## config.mk

```make
export PLATFORM = sky130hd
export DESIGN_NAME = multicycle_control
export DESIGN_NICKNAME = d
export VERILOG_FILES = /design/src/rtl/multicycle_pkg.sv /design/src/rtl/multicycle_out_decode.sv /design/src/rtl/multicycle_control.sv
export SDC_FILE = /design/constraint.sdc
export NUM_CORES = 1
export LEC_CHECK = 0
export BUFFER_PORTS_ARGS = -buffer_cell sky130_fd_sc_hd__buf_2
export CAP_MARGIN = 20
export CORE_UTILIZATION = 38
export DETAILED_ROUTE_END_ITERATION = 10
export GPL_ROUTABILITY_DRIVEN = 0
export PLACE_DENSITY = 0.83
export SLEW_MARGIN = 20
export SYNTH_ARGS = -nofsm -noshare
export SYNTH_HDL_FRONTEND = slang
export SYNTH_SLANG_ARGS = --single-unit
```

## constraint.sdc

```tcl
create_clock -name clock -period 1.4 [get_ports clock]
set_input_delay 0.14 -clock clock [delete_from_list [all_inputs] [get_ports clock]]
set_output_delay 0.14 -clock clock [all_outputs]
set_load 0.01 [all_outputs]
```

## src/rtl/multicycle_pkg.sv

```systemverilog
// Shared encodings for the multicycle controller: state codes, opcodes and
// the datapath mux/ALU select values driven by the output decoder.
package multicycle_pkg;

    typedef enum logic [3:0] {
        ST_FETCH  = 4'd0,
        ST_DECODE = 4'd1,
        ST_MEMADR = 4'd2,
        ST_MEMRD  = 4'd3,
        ST_MEMWB  = 4'd4,
        ST_MEMWR  = 4'd5,
        ST_EXEC   = 4'd6,
        ST_RWB    = 4'd7,
        ST_BRANCH = 4'd8,
        ST_JUMP   = 4'd9,
        ST_ADDIEX = 4'd10,
        ST_ADDIWB = 4'd11,
        ST_ERROR  = 4'd15
    } state_e;

    localparam logic [5:0] OP_RTYPE = 6'b000000;
    localparam logic [5:0] OP_LW    = 6'b100011;
    localparam logic [5:0] OP_SW    = 6'b101011;
    localparam logic [5:0] OP_BEQ   = 6'b000100;
    localparam logic [5:0] OP_J     = 6'b000010;
    localparam logic [5:0] OP_ADDI  = 6'b001000;

    localparam logic [1:0] ALUOP_ADD   = 2'b00;
    localparam logic [1:0] ALUOP_SUB   = 2'b01;
    localparam logic [1:0] ALUOP_FUNCT = 2'b10;

    localparam logic [1:0] SRCB_REG    = 2'b00;
    localparam logic [1:0] SRCB_FOUR   = 2'b01;
    localparam logic [1:0] SRCB_IMM    = 2'b10;
    localparam logic [1:0] SRCB_IMM_SH = 2'b11;

    localparam logic [1:0] PCSRC_ALU    = 2'b00;
    localparam logic [1:0] PCSRC_ALUOUT = 2'b01;
    localparam logic [1:0] PCSRC_JUMP   = 2'b10;

    // Dispatch target out of DECODE; anything unrecognised is trapped.
    function automatic state_e decode_target(input logic [5:0] op);
        state_e nxt;
        case (op)
            OP_RTYPE:     nxt = ST_EXEC;
            OP_LW, OP_SW: nxt = ST_MEMADR;
            OP_BEQ:       nxt = ST_BRANCH;
            OP_J:         nxt = ST_JUMP;
            OP_ADDI:      nxt = ST_ADDIEX;
            default:      nxt = ST_ERROR;
        endcase
        return nxt;
    endfunction

endpackage

```

## src/rtl/multicycle_out_decode.sv

```systemverilog
// Combinational control-word decode from the current state; only FETCH
// looks at mem_ready so IR/PC are written in the cycle the fetch completes.
module multicycle_out_decode
    import multicycle_pkg::*;
(
    input  logic [3:0] state,
    input  logic       mem_ready,
    output logic       PCWrite,
    output logic       PCWriteCond,
    output logic       IorD,
    output logic       MemRead,
    output logic       MemWrite,
    output logic       IRWrite,
    output logic       MemtoReg,
    output logic       RegDst,
    output logic       RegWrite,
    output logic       ALUSrcA,
    output logic [1:0] ALUSrcB,
    output logic [1:0] ALUOp,
    output logic [1:0] PCSource,
    output logic       illegal
);

    // Per-state control word; unused encodings leave everything deasserted.
    always_comb begin
        PCWrite     = 1'b0;
        PCWriteCond = 1'b0;
        IorD        = 1'b0;
        MemRead     = 1'b0;
        MemWrite    = 1'b0;
        IRWrite     = 1'b0;
        MemtoReg    = 1'b0;
        RegDst      = 1'b0;
        RegWrite    = 1'b0;
        ALUSrcA     = 1'b0;
        ALUSrcB     = SRCB_REG;
        ALUOp       = ALUOP_ADD;
        PCSource    = PCSRC_ALU;
        illegal     = 1'b0;
        case (state)
            ST_FETCH: begin
                MemRead = 1'b1;
                ALUSrcB = SRCB_FOUR;
                IRWrite = mem_ready;
                PCWrite = mem_ready;
            end
            ST_DECODE: begin
                ALUSrcB = SRCB_IMM_SH;
            end
            ST_MEMADR, ST_ADDIEX: begin
                ALUSrcA = 1'b1;
                ALUSrcB = SRCB_IMM;
            end
            ST_MEMRD: begin
                MemRead = 1'b1;
                IorD    = 1'b1;
            end
            ST_MEMWB: begin
                RegWrite = 1'b1;
                MemtoReg = 1'b1;
            end
            ST_MEMWR: begin
                MemWrite = 1'b1;
                IorD     = 1'b1;
            end
            ST_EXEC: begin
                ALUSrcA = 1'b1;
                ALUOp   = ALUOP_FUNCT;
            end
            ST_RWB: begin
                RegDst   = 1'b1;
                RegWrite = 1'b1;
            end
            ST_BRANCH: begin
                ALUSrcA     = 1'b1;
                ALUOp       = ALUOP_SUB;
                PCWriteCond = 1'b1;
                PCSource    = PCSRC_ALUOUT;
            end
            ST_JUMP: begin
                PCWrite  = 1'b1;
                PCSource = PCSRC_JUMP;
            end
            ST_ADDIWB: begin
                RegWrite = 1'b1;
            end
            ST_ERROR: begin
                illegal = 1'b1;
            end
            default: begin
                illegal = 1'b0;
            end
        endcase
    end

endmodule

```

## src/rtl/multicycle_control.sv

```systemverilog
// Multicycle MIPS-style control FSM: state register and next-state logic,
// with the control word decoded from the state by multicycle_out_decode.
module multicycle_control
    import multicycle_pkg::*;
#(
    parameter int OPW = 6
) (
    input  logic           clock,
    input  logic           reset,
    input  logic [OPW-1:0] opcode,
    input  logic           mem_ready,
    output logic           PCWrite,
    output logic           PCWriteCond,
    output logic           IorD,
    output logic           MemRead,
    output logic           MemWrite,
    output logic           IRWrite,
    output logic           MemtoReg,
    output logic           RegDst,
    output logic           RegWrite,
    output logic           ALUSrcA,
    output logic [1:0]     ALUSrcB,
    output logic [1:0]     ALUOp,
    output logic [1:0]     PCSource,
    output logic           illegal,
    output logic [3:0]     state
);

    state_e     state_q;
    state_e     state_d;
    logic [5:0] op_s;

    // The opcode field is the top six bits of whatever the IR presents.
    assign op_s  = opcode[OPW-1 -: 6];
    assign state = state_q;

    // Next-state selection; memory states wait on mem_ready, ERROR is sticky.
    always_comb begin
        state_d = ST_ERROR;
        case (state_q)
            ST_FETCH:  state_d = mem_ready ? ST_DECODE : ST_FETCH;
            ST_DECODE: state_d = decode_target(op_s);
            ST_MEMADR: state_d = (op_s == OP_LW) ? ST_MEMRD : ST_MEMWR;
            ST_MEMRD:  state_d = mem_ready ? ST_MEMWB : ST_MEMRD;
            ST_MEMWB:  state_d = ST_FETCH;
            ST_MEMWR:  state_d = mem_ready ? ST_FETCH : ST_MEMWR;
            ST_EXEC:   state_d = ST_RWB;
            ST_RWB:    state_d = ST_FETCH;
            ST_BRANCH: state_d = ST_FETCH;
            ST_JUMP:   state_d = ST_FETCH;
            ST_ADDIEX: state_d = ST_ADDIWB;
            ST_ADDIWB: state_d = ST_FETCH;
            ST_ERROR:  state_d = ST_ERROR;
            default:   state_d = ST_ERROR;
        endcase
    end

    // State register; reset aborts any instruction, including memory waits.
    always_ff @(posedge clock or posedge reset) begin
        if (reset) begin
            state_q <= ST_FETCH;
        end else begin
            state_q <= state_d;
        end
    end

    multicycle_out_decode u_out_decode (
        .state       (state_q),
        .mem_ready   (mem_ready),
        .PCWrite     (PCWrite),
        .PCWriteCond (PCWriteCond),
        .IorD        (IorD),
        .MemRead     (MemRead),
        .MemWrite    (MemWrite),
        .IRWrite     (IRWrite),
        .MemtoReg    (MemtoReg),
        .RegDst      (RegDst),
        .RegWrite    (RegWrite),
        .ALUSrcA     (ALUSrcA),
        .ALUSrcB     (ALUSrcB),
        .ALUOp       (ALUOp),
        .PCSource    (PCSource),
        .illegal     (illegal)
    );

endmodule

```

==> run metrics, run 1 <==
outcome=complete, but fails checks; failing checks=negative setup slack; Synth Flop Type=dfrtp_1; Synth warnings=0; die height=between 30 and 40 µm; cts bufs inserted=3; kind of critical path=reg2out; EDFF count, synth=0; max reg flops=4; Post-synth ARST share=100%; fin util=around 70%; dpl hpwl=roughly 1.1 mm; P&R area growth vs syn=68.2%; Boundary Pins=30; max-slew violations=0; fmax=about 680 MHz; CTS sink cnt=4; initial antenna violation count=0; Port Buf Inserts=29; core area=about 1300 µm²; Via-to-Cell Ratio=5.49; sequential fraction of the synthesis area=a little under a fifth; minimum clock period after layout=1470 ps; worst-margin pin slew=435 ps; Crit. Startpoint=state[2]; number of distinct library cells after synthesis=34; drt wl/cell=12.4 µm; share of cells above drive strength 1=approximately 56%; hold crit path type=in2reg; Synth Instances=74; GR Overflow Total=0; nets@finish=roughly 130; Max IR drop VDD=approximately 0.00038 V; hold slack final=approximately 280 ps; Clock transition at path regs=30 ps; FF-to-FF Start=state[1]; Data required, critical path=1260 ps; first-pass GRT wire length=around 2.3 mm; vias=~700; Routed WL=1.62 mm; die footprint=approximately 1500 µm²; TritonCTS clock tree=done; Starting Density=40.7%; Power Density=343 nW/µm²; crit path capture type=primary output; Syn Area/Cell=7.07 µm²; H-Tree Depth=1; Worst setup SP type=flop; DRC=0; die span in x=slightly below 40 µm; worst rel slew slack=between 70 and 80%; Clock Skew=between 8 and 9 ps; WP data arrival=approximately 1300 ps; CTS max path bufs=2; GRT Total Usage=~22%; Post-Place Worst Slack=-20.6 ps; worst-path fanout max=4; number of synthesized register bits=4; net count after synthesis=83; largest net degree at the start of global routing=14; Iter 0 DRT Violations=8; Fillers=105; 1st-pass router iterations=4; setup ws final=-67.6 ps; final number of hold-violating endpoints=0; Finish-stage setup viols=5; max cap viols=0; vias in the first global route=552; RSZ-0062 raised after global routing=true; clock latency on the worst-skew pair=~240 ps; clock root cell=clkbuf_4; period utilization=105%; Mapped Area=around 520 µm²; Leak=0.408 nW; hold_sp=opcode[4]; Ant. Diodes=0; ANT nets after route=0; Cell Rows=13
==> path summary, 6_finish.rpt <==
kind / to / slack, ps / cells past startpoint
max: IRWrite / -70 / 3
min: state[3] / 280 / 3
max reg2reg: state[1] / -10 / 4
min reg2reg: state[0] / 740 / 3
max in group asynchronous: state[3] / 920 / 3
min in group asynchronous: state[0] / 320 / 3
==> cell type report <==
class | count | area, µm² | area share, %
tap | 15 | 18.8 | 2.13
timing repair buffer | 44 | 283 | 32.1
clock buffer | 3 | 22.5 | 2.56
multi-input combinational | 62 | 447 | 50.8
inverter | 2 | 7.51 | 0.853
sequential | 4 | 101 | 11.5
==> cell usage in the layout (no fill, tap or decap), drive strengths merged <==
| cell | Yosys | routed |
|---|---|---|
| or3b | 1 | 1 |
| a2111oi | 1 | 1 |
| nand2 | 3 | 3 |
| or4 | 2 | 2 |
| dlygate4sd3 | 0 | 1 |
| o21a | 1 | 1 |
| nand3 | 1 | 1 |
| o31ai | 1 | 1 |
| dfrtp | 4 | 4 |
| or2 | 1 | 1 |
| a21oi | 6 | 6 |
| o41a | 1 | 1 |
| nor4b | 2 | 2 |
| xnor2 | 1 | 1 |
| o221ai | 1 | 1 |
| nor3b | 2 | 2 |
| a21o | 1 | 1 |
| nand2b | 5 | 5 |
| o21ai | 6 | 6 |
| and3 | 2 | 2 |
| nor3 | 6 | 6 |
| o211ai | 1 | 1 |
| a211oi | 2 | 2 |
| nor2b | 1 | 1 |
| clkbuf | 2 | 3 |
| or3 | 1 | 1 |
| buf | 4 | 43 |
| inv | 2 | 2 |
| nor2 | 12 | 12 |
| o2111ai | 1 | 1 |
==> metrics by stage <==
stage	setup TNS [ps]	cells	total power [mW]	cell area (µm²)
after floorplan	-62.3	74	0.134	528
after global placement	0	120	0.156	721
after detailed placement	-20.6	120	0.157	721
after CTS	-283	129	0.302	840
after global routing	-859	130	0.321	880
final	-192	130	0.302	880
==> critical path, cell delays in order, from the launching register on <==
cell and delay (ps):
dfrtp_1 410, or3b_4 420, nor3_2 120, buf_2 150
==> logic make-up (layout without fill, tap and decap cells) <==
kind of cell	count (synthesis)	in the layout	share of synthesized area, %
AO/OA/AOI/OAI	22	22	28.2
buffers and inverters	8	49	7.41
AND/OR/NAND/NOR	39	39	43.5
flip-flops	4	4	19.1
XOR/XNOR	1	1	1.67
==> repair_timing <==
action | in CTS | in global routing
endpoints found under the hold margin | 4 | 0
cloned | 0 | 0
buffers inserted | 5 | 1
endpoints found under the setup margin | 11 | 14
gates resized for setup | 12 | 9
hold buffers | 1 | 0
pin swaps | 3 | 3
==> metal layers <==
layer	up-vias	GRT usage (%)	share of wire, %
met5	-	0	0
met4	0	11.2	1.1
met3	4	4.05	4.3
met2	30	40.4	54
met1	323	24.7	40
li1	357	-	-
==> where the power goes <==
group / switching, mW / internal [mW]
clock network: 0.0471 / 0.0958
logic: 0.0230 / 0.0195
registers: 0 / 0.116
==> synthesized netlist by cell type, types with 2 or more instances <==
cell type	count	area share, %
nor3b_1	2	2.9
inv_1	2	1.4
nor2_1	12	8.6
clkbuf_1	2	1.4
dfrtp_1	4	19
o21ai_0	4	3.8
buf_4	2	2.9
or4_1	2	2.9
o21ai_1	2	1.9
nand2b_1	4	4.8
a21oi_1	6	5.7
nand2_1	3	2.2
nor4b_1	2	3.3
a211oi_1	2	2.9
nor3_1	6	5.7
(Power assumes the default switching activity.)
==> inputs of run 2 (changes only) <==
--- a/config.mk
+++ b/config.mk
@@ -5,12 +5,13 @@
 export SDC_FILE = /design/constraint.sdc
 export NUM_CORES = 1
 export LEC_CHECK = 0
+export ABC_AREA = 1
 export BUFFER_PORTS_ARGS = -buffer_cell sky130_fd_sc_hd__buf_2
-export CAP_MARGIN = 20
-export CORE_UTILIZATION = 38
+export CAP_MARGIN = 5
+export CORE_UTILIZATION = 37
 export DETAILED_ROUTE_END_ITERATION = 10
 export GPL_ROUTABILITY_DRIVEN = 0
-export PLACE_DENSITY = 0.83
+export PLACE_DENSITY = 0.81
 export SLEW_MARGIN = 20
 export SYNTH_ARGS = -nofsm -noshare
 export SYNTH_HDL_FRONTEND = slang
==> run 2 against run 1 <==
  * The run still ends with negative setup slack left
  * Largest power group unchanged
  * Worst hold slack better by 9.2 ps
  * Maximum frequency is 0.66% higher
  * Sequential cell count unchanged
  * Clock-buffer cell count did not move
  * Highest routed layer unchanged
  * Cell area down 6.7%
==> run metrics, run 2 <==
outcome=complete, but fails checks; failing checks=negative setup slack; clock root cell=clkbuf_4; Data required, critical path=1260 ps (about the same); Post-Synth Simple-Gate Area=55.5% (+12 points); initial antenna violation count=0 (unchanged); Via-to-Cell Ratio=5.15 (-6.3%); Buffers & Inverters on Critical Path=3 (+2); setup ws final=-58.0 ps (+9.67 ps); Max IR drop VDD=0.000239 V (-37%); Boundary Pins=30 (unchanged); Worst setup SP type=flop; CTS max path bufs=2 (unchanged); Cell Rows=13 (unchanged); period utilization=104% (-0.69 points); fmax=686 MHz (+0.66%); TritonCTS clock tree=done; worst-path fanout max=5 (+1); Mapped Area=509 µm² (-2.6%); Ant. Diodes=0 (unchanged); Synth Instances=95 (+28%); max reg flops=4 (unchanged); Iter 0 DRT Violations=20 (+12); kind of critical path=reg2out; worst-margin pin slew=230 ps (-205 ps); WP data arrival=1320 ps (about the same); Clock transition at path regs=50 ps (+20 ps); die span in x=39.1 µm (unchanged); Hold Path Depth=5 (+2); clock latency on the worst-skew pair=250 ps (about the same); Starting Density=39.6% (-1.1 points); minimum clock period after layout=1460 ps (-9.67 ps); Power Density=388 nW/µm² (+13%); EDFF count, synth=0 (unchanged); cts bufs inserted=3 (unchanged); vias in the first global route=594 (+7.6%); crit path capture type=primary output; most frequent cells in the layout=29 x buf_2, 21 x nand2_1, 14 x nor2_1; vias=772 (+8.1%); 1st-pass router iterations=4 (unchanged); R2R cell count=9 (+5); Post-synth ARST share=100% (unchanged); number of synthesized register bits=4 (unchanged); hold_sp=opcode[3]; Port Buf Inserts=29 (unchanged); Leak=0.468 nW (+15%); Syn Area/Cell=5.36 µm² (-24%); sequential fraction of the synthesis area=19.7% (+0.52 points); count leader, synth=nand2_1; area leader, netlist=dfrtp_1; Worst path depth=7 (+4); ranking of synthesized cells by area=dfrtp_1 20%, nand2_1 18%, nor2_1 14%, inv_1 12%, nand3_1 11%; hold crit path type=in2reg; max-slew violations=0 (unchanged); largest net degree at the start of global routing=7 (-7); die footprint=1530 µm² (unchanged); fin util=63.9% (-4.6 points); Fillers=107 (+1.9%); Clock Skew=7.58 ps (-0.610 ps); GR Overflow Total=0 (unchanged); Synth Area in XOR/XNOR=0% (-1.7 points); Sequential cell area=105 µm² (+3.7%); net count after synthesis=104 (+25%); Finish-stage setup viols=5 (unchanged); number of distinct library cells after synthesis=14 (-59%); most common cell after layout, fill and taps aside=buf_2; GRT Total Usage=21.3% (-1.2 points); top cell type's share of synthesized area=19.7% (+0.52 points); core area=1280 µm² (unchanged); Post-Place Worst Slack=166 ps (+187 ps); Max stage delay on crit path=440 ps (+20 ps); drt wl/cell=12.0 µm (-3.0%); FF-to-FF Start=state[1]; Multi-input gate area=375 µm² (-16%); Crit. Startpoint=state[2]; final number of hold-violating endpoints=0 (unchanged); dpl hpwl=1.03 mm (-4.0%); RSZ-0062 raised after global routing=true; ANT nets after route=0 (unchanged); Commonest cells post-synth=24 x nand2_1, 19 x nor2_1, 16 x inv_1; nets@finish=146 (+16%); Routed WL=1.81 mm (+12%); max cap viols=0 (unchanged); worst rel slew slack=84.5% (+14 points); Synth Area in Compound Gates=8.60% (-20 points); mux contribution to synthesized area=0% (unchanged); CTS sink cnt=4 (unchanged); r2r setup slk=40 ps (+50 ps); Top delay family on crit path=flip-flops; die height=39.1 µm (unchanged); Post-Synth Adder-Cell Area=0% (unchanged); slowest stage cell on the critical path=dfrtp_2; critical path cell sequence=inv_4 -> nor2_4 -> inv_2 -> nor2_2 -> nor2_1 -> o21ai_1 -> buf_2; worst flop-to-flop path endpoint=state[0]; DRC=0 (unchanged); P&R area growth vs syn=61.2%; largest family of logic cells by synthesized area=simple AND/OR/NAND/NOR gates; H-Tree Depth=1 (unchanged); Hold EP=state[1]; Synth warnings=0 (unchanged); first-pass GRT wire length=2.21 mm (-3.3%); Synth Flop Type=dfrtp_1; share of cells above drive strength 1=49.6% (-6.0 points)
## run 2: changes by cell type in the layout (fill, tap and decap cells not counted), moves of 5 or more
| cell | before | now |
|---|---|---|
| a21oi_1 | 5 | 0 |
| buf_6 | 6 | 1 |
| inv_1 | 2 | 12 |
| nand2_1 | 1 | 21 |
| nand3_1 | 1 | 10 |
| nor2_4 | 0 | 5 |
## run 2: metal layers
layer	vias up	routed length (µm)	GRT usage (%)	part of all wire [%]
met4	0	87	17.2	4.8
met1	331	653	18.8	36
met2	55	944	42.5	52
li1	375	-	-	-
met3	11	121	1.16	6.7
met5	-	0	0	0
## run 2: report_power, final
| part | internal (mW) | switching (mW) | total (mW) |
|---|---|---|---|
| sequential | 0.116 | 0 | 0.116 |
| combinational | 0.0178 | 0.0251 | 0.0429 |
| clock | 0.0970 | 0.0627 | 0.160 |
| total | 0.231 | 0.0877 | 0.318 |
## run 2: per-stage QoR
| stage | hold slack [ps] | setup TNS (ps) | instances | total power [mW] | area, µm² |
|---|---|---|---|---|---|
| 2_1_floorplan | -93.9 | 0 | 95 | 0.138 | 509 |
| 3_5_place_dp | 17.3 | 0 | 137 | 0.157 | 658 |
| 4_1_cts | 285 | -107 | 149 | 0.314 | 761 |
| 5_1_grt | 326 | -723 | 150 | 0.327 | 821 |
| 3_3_place_gp | 16.1 | 0 | 137 | 0.156 | 658 |
| 6_report | 289 | -131 | 150 | 0.318 | 821 |
## run 2: cell families after synthesis
| logic type | Yosys count |
|---|---|
| AO/OA/AOI/OAI | 8 |
| flip-flops | 4 |
| AND/OR/NAND/NOR | 63 |
| buffers and inverters | 20 |
## run 2: how the worst max path moves through the flow
stage               end  slack, ps
4_1_cts         PCWrite        -30
5_1_grt         PCWrite       -100
6_report       RegWrite        -60
2_1_floorplan  RegWrite        150
3_5_place_dp    PCWrite        170
3_3_place_gp    PCWrite        170
## run 2: cell type report
type / count / area share (%)
tap: 15 / 2.29
timing repair buffer: 39 / 27.6
multi-input combinational: 71 / 45.7
inverter: 18 / 8.84
clock buffer: 3 / 2.74
sequential: 4 / 12.8
## run 2: worst min-delay path, cell delays in order
cell     delay, ps
buf_2          100
nand3_1         80
nand2_1         60
nand2_1         50
nand3_1         80
## run 2: what timing repair did
action	in CTS	in global routing
hold buffers	1	0
pin swaps	3	5
endpoints found under the hold margin	4	0
resized for setup	6	21
setup endpoints to repair	6	14
setup buffers	8	1
